**config.mk**
```make
export PLATFORM = sky130hd
export DESIGN_NAME = sam_tx_line
export DESIGN_NICKNAME = d
export VERILOG_FILES = /design/src/rtl/sam_tx_line.sv
export SDC_FILE = /design/constraint.sdc
export NUM_CORES = 1
export LEC_CHECK = 0
export BUFFER_PORTS_ARGS = -buffer_cell sky130_fd_sc_hd__buf_4
export CORE_ASPECT_RATIO = 1.1
export CORE_MARGIN = 2
export CORE_UTILIZATION = 50
export DETAILED_ROUTE_END_ITERATION = 8
export PLACE_DENSITY = 0.78
export SYNTH_ARGS = -nofsm -noshare
export SYNTH_HDL_FRONTEND = slang
export SYNTH_SLANG_ARGS = --single-unit
```
**constraint.sdc**
```tcl
create_clock -name clk -period 8.5 [get_ports clk]
set_input_delay 1.275 -clock clk [delete_from_list [all_inputs] [get_ports clk]]
set_output_delay 1.275 -clock clk [all_outputs]
set_load 0.01 [all_outputs]
```
**src/rtl/sam_tx_line.sv**
```systemverilog
// SAM encoder line driver: latches a key and message, then sends a configuration burst and pulse-width-coded bits.
// Optional SAM_TX_KEY_CHECK_EN rejects key_n > 4 with an err pulse; otherwise key_n saturates to 4.
module sam_tx_line #(
  parameter int T_LONG  = 12,
  parameter int T_SHORT = 4,
  parameter int GUARD   = 4
) (
  input  logic        clk,
  input  logic        reset,
  input  logic        start,
  input  logic [3:0]  key_n,
  input  logic [15:0] key_d,
  input  logic [15:0] key_cap_n,
  input  logic [15:0] msg,
  output logic        mode,
  output logic        str,
  output logic        busy,
  output logic        done,
  output logic        err
);

  typedef enum logic [3:0] {
    S_IDLE, S_LOAD, S_CFG_N, S_CFG_D, S_CFG_CN,
    S_GUARD, S_BIT_HI, S_BIT_LO, S_TERM, S_DONE
  } state_t;

  localparam logic [5:0] TL_M1    = 6'(T_LONG - 1);
  localparam logic [5:0] TS_M1    = 6'(T_SHORT - 1);
  localparam logic [5:0] GUARD_M1 = 6'(GUARD - 1);

  state_t      state_q, state_d;
  logic [5:0]  phase_q, phase_d;
  logic [4:0]  bitCnt_q, bitCnt_d;
  logic [3:0]  keyN_q, keyN_d;
  logic [15:0] dKey_q, dKey_d, capN_q, capN_d, msg_q, msg_d;
  logic        mode_q, mode_d, str_q, str_d, busy_q, busy_d, done_q, done_d;
  logic        keyBad, keyReject, canStart;
  logic [4:0]  lenM1;

  assign keyBad   = key_n > 4'd4;
  assign lenM1    = (5'd1 << keyN_q) - 5'd1;
  assign canStart = (state_q == S_IDLE) || (state_q == S_DONE);

`ifdef SAM_TX_KEY_CHECK_EN
  logic rejPend_q, err_q;
  assign keyReject = keyBad;

  // Reject is flagged at the start edge and surfaces as err one edge later.
  always_ff @(posedge clk or negedge reset) begin
    if (!reset) begin
      rejPend_q <= 1'b0;
      err_q     <= 1'b0;
    end else begin
      rejPend_q <= canStart && start && keyBad;
      err_q     <= rejPend_q;
    end
  end
  assign err = err_q;
`else
  assign keyReject = 1'b0;
  assign err       = 1'b0;
`endif

  always_comb begin
    state_d  = state_q;
    phase_d  = phase_q;
    bitCnt_d = bitCnt_q;
    keyN_d   = keyN_q;
    dKey_d   = dKey_q;
    capN_d   = capN_q;
    msg_d    = msg_q;
    unique case (state_q)
      S_IDLE, S_DONE: begin
        state_d = S_IDLE;
        phase_d = 6'd0;
        if (start && !keyReject) begin
          state_d = S_LOAD;
          keyN_d  = keyBad ? 4'd4 : key_n;
          dKey_d  = key_d;
          capN_d  = key_cap_n;
          msg_d   = msg;
        end
      end
      S_LOAD: begin
        state_d = S_CFG_N;
        phase_d = 6'd3;
      end
      S_CFG_N, S_CFG_D, S_CFG_CN: begin
        if (phase_q != 6'd0) begin
          phase_d = phase_q - 6'd1;
        end else if (state_q == S_CFG_CN) begin
          state_d = S_GUARD;
          phase_d = GUARD_M1;
        end else begin
          state_d = (state_q == S_CFG_N) ? S_CFG_D : S_CFG_CN;
          phase_d = {1'b0, lenM1};
        end
      end
      S_GUARD: begin
        if (phase_q != 6'd0) begin
          phase_d = phase_q - 6'd1;
        end else begin
          state_d  = S_BIT_HI;
          bitCnt_d = lenM1;
          phase_d  = msg_q[bitCnt_d[3:0]] ? TL_M1 : TS_M1;
        end
      end
      S_BIT_HI: begin
        if (phase_q != 6'd0) begin
          phase_d = phase_q - 6'd1;
        end else begin
          state_d = S_BIT_LO;
          phase_d = msg_q[bitCnt_q[3:0]] ? TS_M1 : TL_M1;
        end
      end
      S_BIT_LO: begin
        if (phase_q != 6'd0) begin
          phase_d = phase_q - 6'd1;
        end else if (bitCnt_q == 5'd0) begin
          state_d = S_TERM;
          phase_d = 6'd0;
        end else begin
          state_d  = S_BIT_HI;
          bitCnt_d = bitCnt_q - 5'd1;
          phase_d  = msg_q[bitCnt_d[3:0]] ? TL_M1 : TS_M1;
        end
      end
      S_TERM: begin
        state_d = S_DONE;
        phase_d = 6'd0;
      end
      default: begin
        state_d = S_IDLE;
        phase_d = 6'd0;
      end
    endcase
  end

  // Outputs are decoded from the state being entered so they change on the same edge as the FSM.
  always_comb begin
    mode_d = state_d inside {S_CFG_N, S_CFG_D, S_CFG_CN};
    busy_d = (state_d != S_IDLE) && (state_d != S_DONE);
    done_d = state_d == S_DONE;
    str_d  = 1'b0;
    unique case (state_d)
      S_CFG_N:          str_d = keyN_q[phase_d[1:0]];
      S_CFG_D:          str_d = dKey_q[phase_d[3:0]];
      S_CFG_CN:         str_d = capN_q[phase_d[3:0]];
      S_BIT_HI, S_TERM: str_d = 1'b1;
      default:          str_d = 1'b0;
    endcase
  end

  always_ff @(posedge clk or negedge reset) begin
    if (!reset) begin
      state_q  <= S_IDLE;
      phase_q  <= 6'd0;
      bitCnt_q <= 5'd0;
      keyN_q   <= 4'd0;
      dKey_q   <= 16'd0;
      capN_q   <= 16'd0;
      msg_q    <= 16'd0;
      mode_q   <= 1'b0;
      str_q    <= 1'b0;
      busy_q   <= 1'b0;
      done_q   <= 1'b0;
    end else begin
      state_q  <= state_d;
      phase_q  <= phase_d;
      bitCnt_q <= bitCnt_d;
      keyN_q   <= keyN_d;
      dKey_q   <= dKey_d;
      capN_q   <= capN_d;
      msg_q    <= msg_d;
      mode_q   <= mode_d;
      str_q    <= str_d;
      busy_q   <= busy_d;
      done_q   <= done_d;
    end
  end

  assign mode = mode_q;
  assign str  = str_q;
  assign busy = busy_q;
  assign done = done_q;

endmodule

```
==> key figures <==
Route
  – First-pass DRT Iterations: 5
  – DR vias: 2,946
  – Via/cell ratio: 5.90
  – Number of DRC markers in iteration 0: 214
  – Routed len/inst: 17.5 um
  – Routed WL: 8760 um
  – DRC violations left: 0
  – Antenna-violating nets left: 0

Setup path
  – Critical-path cell list: inv_1 -> ha_1 -> or4b_1 -> nor4_4 -> o22ai_1 -> a21oi_2 -> o221ai_1 -> a222oi_1 -> nand2_1 -> o2111ai_1
  – CP required: 8.78 ns
  – Worst path max stage delay: 0.55 ns
  – Worst Setup End Kind: flop
  – Startpoint types: flop
  – Worst setup path startpoint: bitCnt_q[0]
  – Buf+Inv Stages, Crit Path: 1
  – CP arrival: 3.73 ns
  – Top delay family on crit path: compound AO/OA/AOI/OAI gates
  – Critical path class: reg2reg
  – CP max FO: 13
  – Launch point of the worst reg-to-reg path: bitCnt_q[0]
  – Critical path's slowest cell: dfrtp_1

Hold path
  – Hold Crit Start: dKey_q[0]
  – Worst Hold Class: reg2reg

Clock network
  – Longest Clk Path Bufs: 2
  – Hold Buf Count CTS: 0
  – # resized after CTS: 0
  – Clock root buffer: clkbuf_8
  – CTS tree: done
  – CTS buffer count: 9
  – Clock-pin transition on the worst setup and hold timing paths: 0.08 ns
  – H-tree levels: 3
  – TritonCTS Sinks: 71
  – Buffer count from post-CTS setup fixing: 0
  – Skew-Pair Late Insertion Delay: 0.36 ns

Global routing
  – Vias in the first global route: 2,962
  – GRT Residual Overflow: 0
  – Initial antenna violation count: 0
  – First-pass GRT wire length: 14,700 um
  – Largest net degree at the start of global routing: 72
  – GRT Util Overall: 22.8%

Logic synthesis
  – Mean area per synthesized cell: 11.5 sq um
  – Most common cell in the netlist: dfrtp_1
  – Main flop type after synthesis: dfrtp_1
  – Top cells by count, synth: dfrtp_1, mux2_2, nand2_1
  – Top-area cell type share of the netlist area: 45.7%
  – Net count after synthesis: 398
  – Distinct cells, synth: 63
  – Asr flop ratio synth: 100%
  – Cells after synthesis: 339
  – Register area share after synthesis: 45.7%
  – Synth Register Bits: 71
  – Synth area leader: dfrtp_1
  – Synth Cell Area: 3890 sq um
  – Largest cells by area after synthesis: dfrtp_1, mux2_2, mux4_2
  – EDFF count, synth: 0
  – Warnings from Yosys: 0

Timing
  – Minimum clock period: 3.46 ns
  – Worst hold margin: 0.518 ns
  – Setup TNS: 0 ns
  – RSZ-0062 raised after global routing: no
  – Relative slew slack: 41.8%
  – # setup viols final: 0
  – Pin slew with the least headroom to its limit: 0.873 ns
  – Max Slew Vio Count: 0
  – Fmax: 289 MHz
  – Final Cycle Share: 40.7%
  – Clk_skew: 0.00839 ns
  – Final hold viol count: 0

Final layout
  – Fill cell count: 633
  – Non-filler cells, final: 499
  – Area Overhead vs Synth: 18.8%
  – Ratio of cells with drive above 1 in the final layout: 38.6%
  – Fin util: 61.5%
  – # diodes: 0
  – Nets: 448
  – Final non-filler cell area: 4620 sq um

Pwr
  – Lkg Pwr: 0.00203 uW
  – Max IR drop VDD: 198 uV
  – Pwr per Cell Area: 405 nW/um^2

Placed design
  – Post-Place Cell Area: 4370 sq um
  – DP HPWL: 6200 um
  – GPL Wtd Cong: 0.904
  – Port bufs: 58
  – Placed cells: 483

Floorplanning
  – Ports: 60
  – Core Region: 7510 sq um
  – Die Y: 96.5 um
  – DIE WIDTH: 88.1 um
  – Total die area: 8500 sq um
  – Rows: 33
  – Initial Util: 51.7%

Run status
  – Status: complete, no violations

Job
  – Max-cap violations: 0
## cell type report
class / count / area (sq um) / share of cell area (%)
tap: 105 / 131 / 2.84
clock buffer: 10 / 138 / 2.98
inverter: 12 / 50.0 / 1.08
multi-input combinational: 236 / 1960 / 42.5
clock inverter: 6 / 115 / 2.49
timing repair buffer: 59 / 443 / 9.59
sequential: 71 / 1780 / 38.5
## cells by family after synthesis
logic type               share of synthesized area, %
AND/OR/NAND/NOR                                  10.9
flip-flops                                       45.7
adder cells (fa/ha/maj)                          1.54
XOR/XNOR                                         1.58
multiplexers                                     24.0
buffers and inverters                            3.93
other                                          0.0964
AO/OA/AOI/OAI                                    12.3
## placed cells by master (no fill, tap or decap), types with 4 or more instances in the layout
| master | instances |
|---|---|
| xnor2_1 | 5 |
| nor2_1 | 19 |
| nand2_1 | 20 |
| dfrtp_1 | 71 |
| nand3_1 | 7 |
| ha_1 | 4 |
| mux4_2 | 10 |
| a21oi_1 | 9 |
| mux2i_1 | 11 |
| mux2_2 | 53 |
| inv_1 | 10 |
| nor3_1 | 7 |
| o22ai_1 | 4 |
| clkbuf_8 | 10 |
| buf_4 | 59 |
| o211ai_1 | 4 |
| o21ai_0 | 19 |
## registers in the layout, indices dropped and copies added, names as in the netlist
register  count
bitCnt_q      5
busy          1
capN_q       16
dKey_q       16
done          1
keyN_q        4
mode          1
msg_q        16
phase_q       6
state_q       4
str           1
## final timing paths
kind | end | slack, ns | cells after the start
worst max-delay path | str | 5.04 | 10
worst min-delay path | dKey_q[0] | 0.52 | 1
worst max register to register | str | 5.04 | 10
worst min register to register | dKey_q[0] | 0.52 | 1
max in group asynchronous | capN_q[13] | 6.89 | 1
min in group asynchronous | msg_q[8] | 1.02 | 1
## power by group
part / internal (uW) / leakage, uW / total, uW / switching, uW
Clock: 205 / 0.000124 / 339 / 134
Combinational: 447 / 0.00104 / 888 / 441
Sequential: 492 / 0.000873 / 644 / 153
Total: 1140 / 0.00203 / 1870 / 728
## per-stage QoR
| stage | power (uW) | setup slack, ns |
|---|---|---|
| finish | 1870 | 5.04 |
| global route | 2000 | 4.84 |
| CTS | 1870 | 5.06 |
| detailed placement | 1520 | 5.08 |
| global placement | 1480 | 5.24 |
| floorplan | 1330 | 5.47 |
## per-layer routing
| layer | wire, um | vias to the layer above | share of wire, % | global-route usage (%) |
|---|---|---|---|---|
| li1 | - | 1353 | - | - |
| met1 | 3770 | 1472 | 43 | 30.8 |
| met3 | 490 | 16 | 5.6 | 5.78 |
| met2 | 4300 | 105 | 49 | 35.4 |
| met4 | 202 | 0 | 2.3 | 9.09 |
| met5 | 0 | - | 0 | 0 |
(Power assumes the default switching activity.)
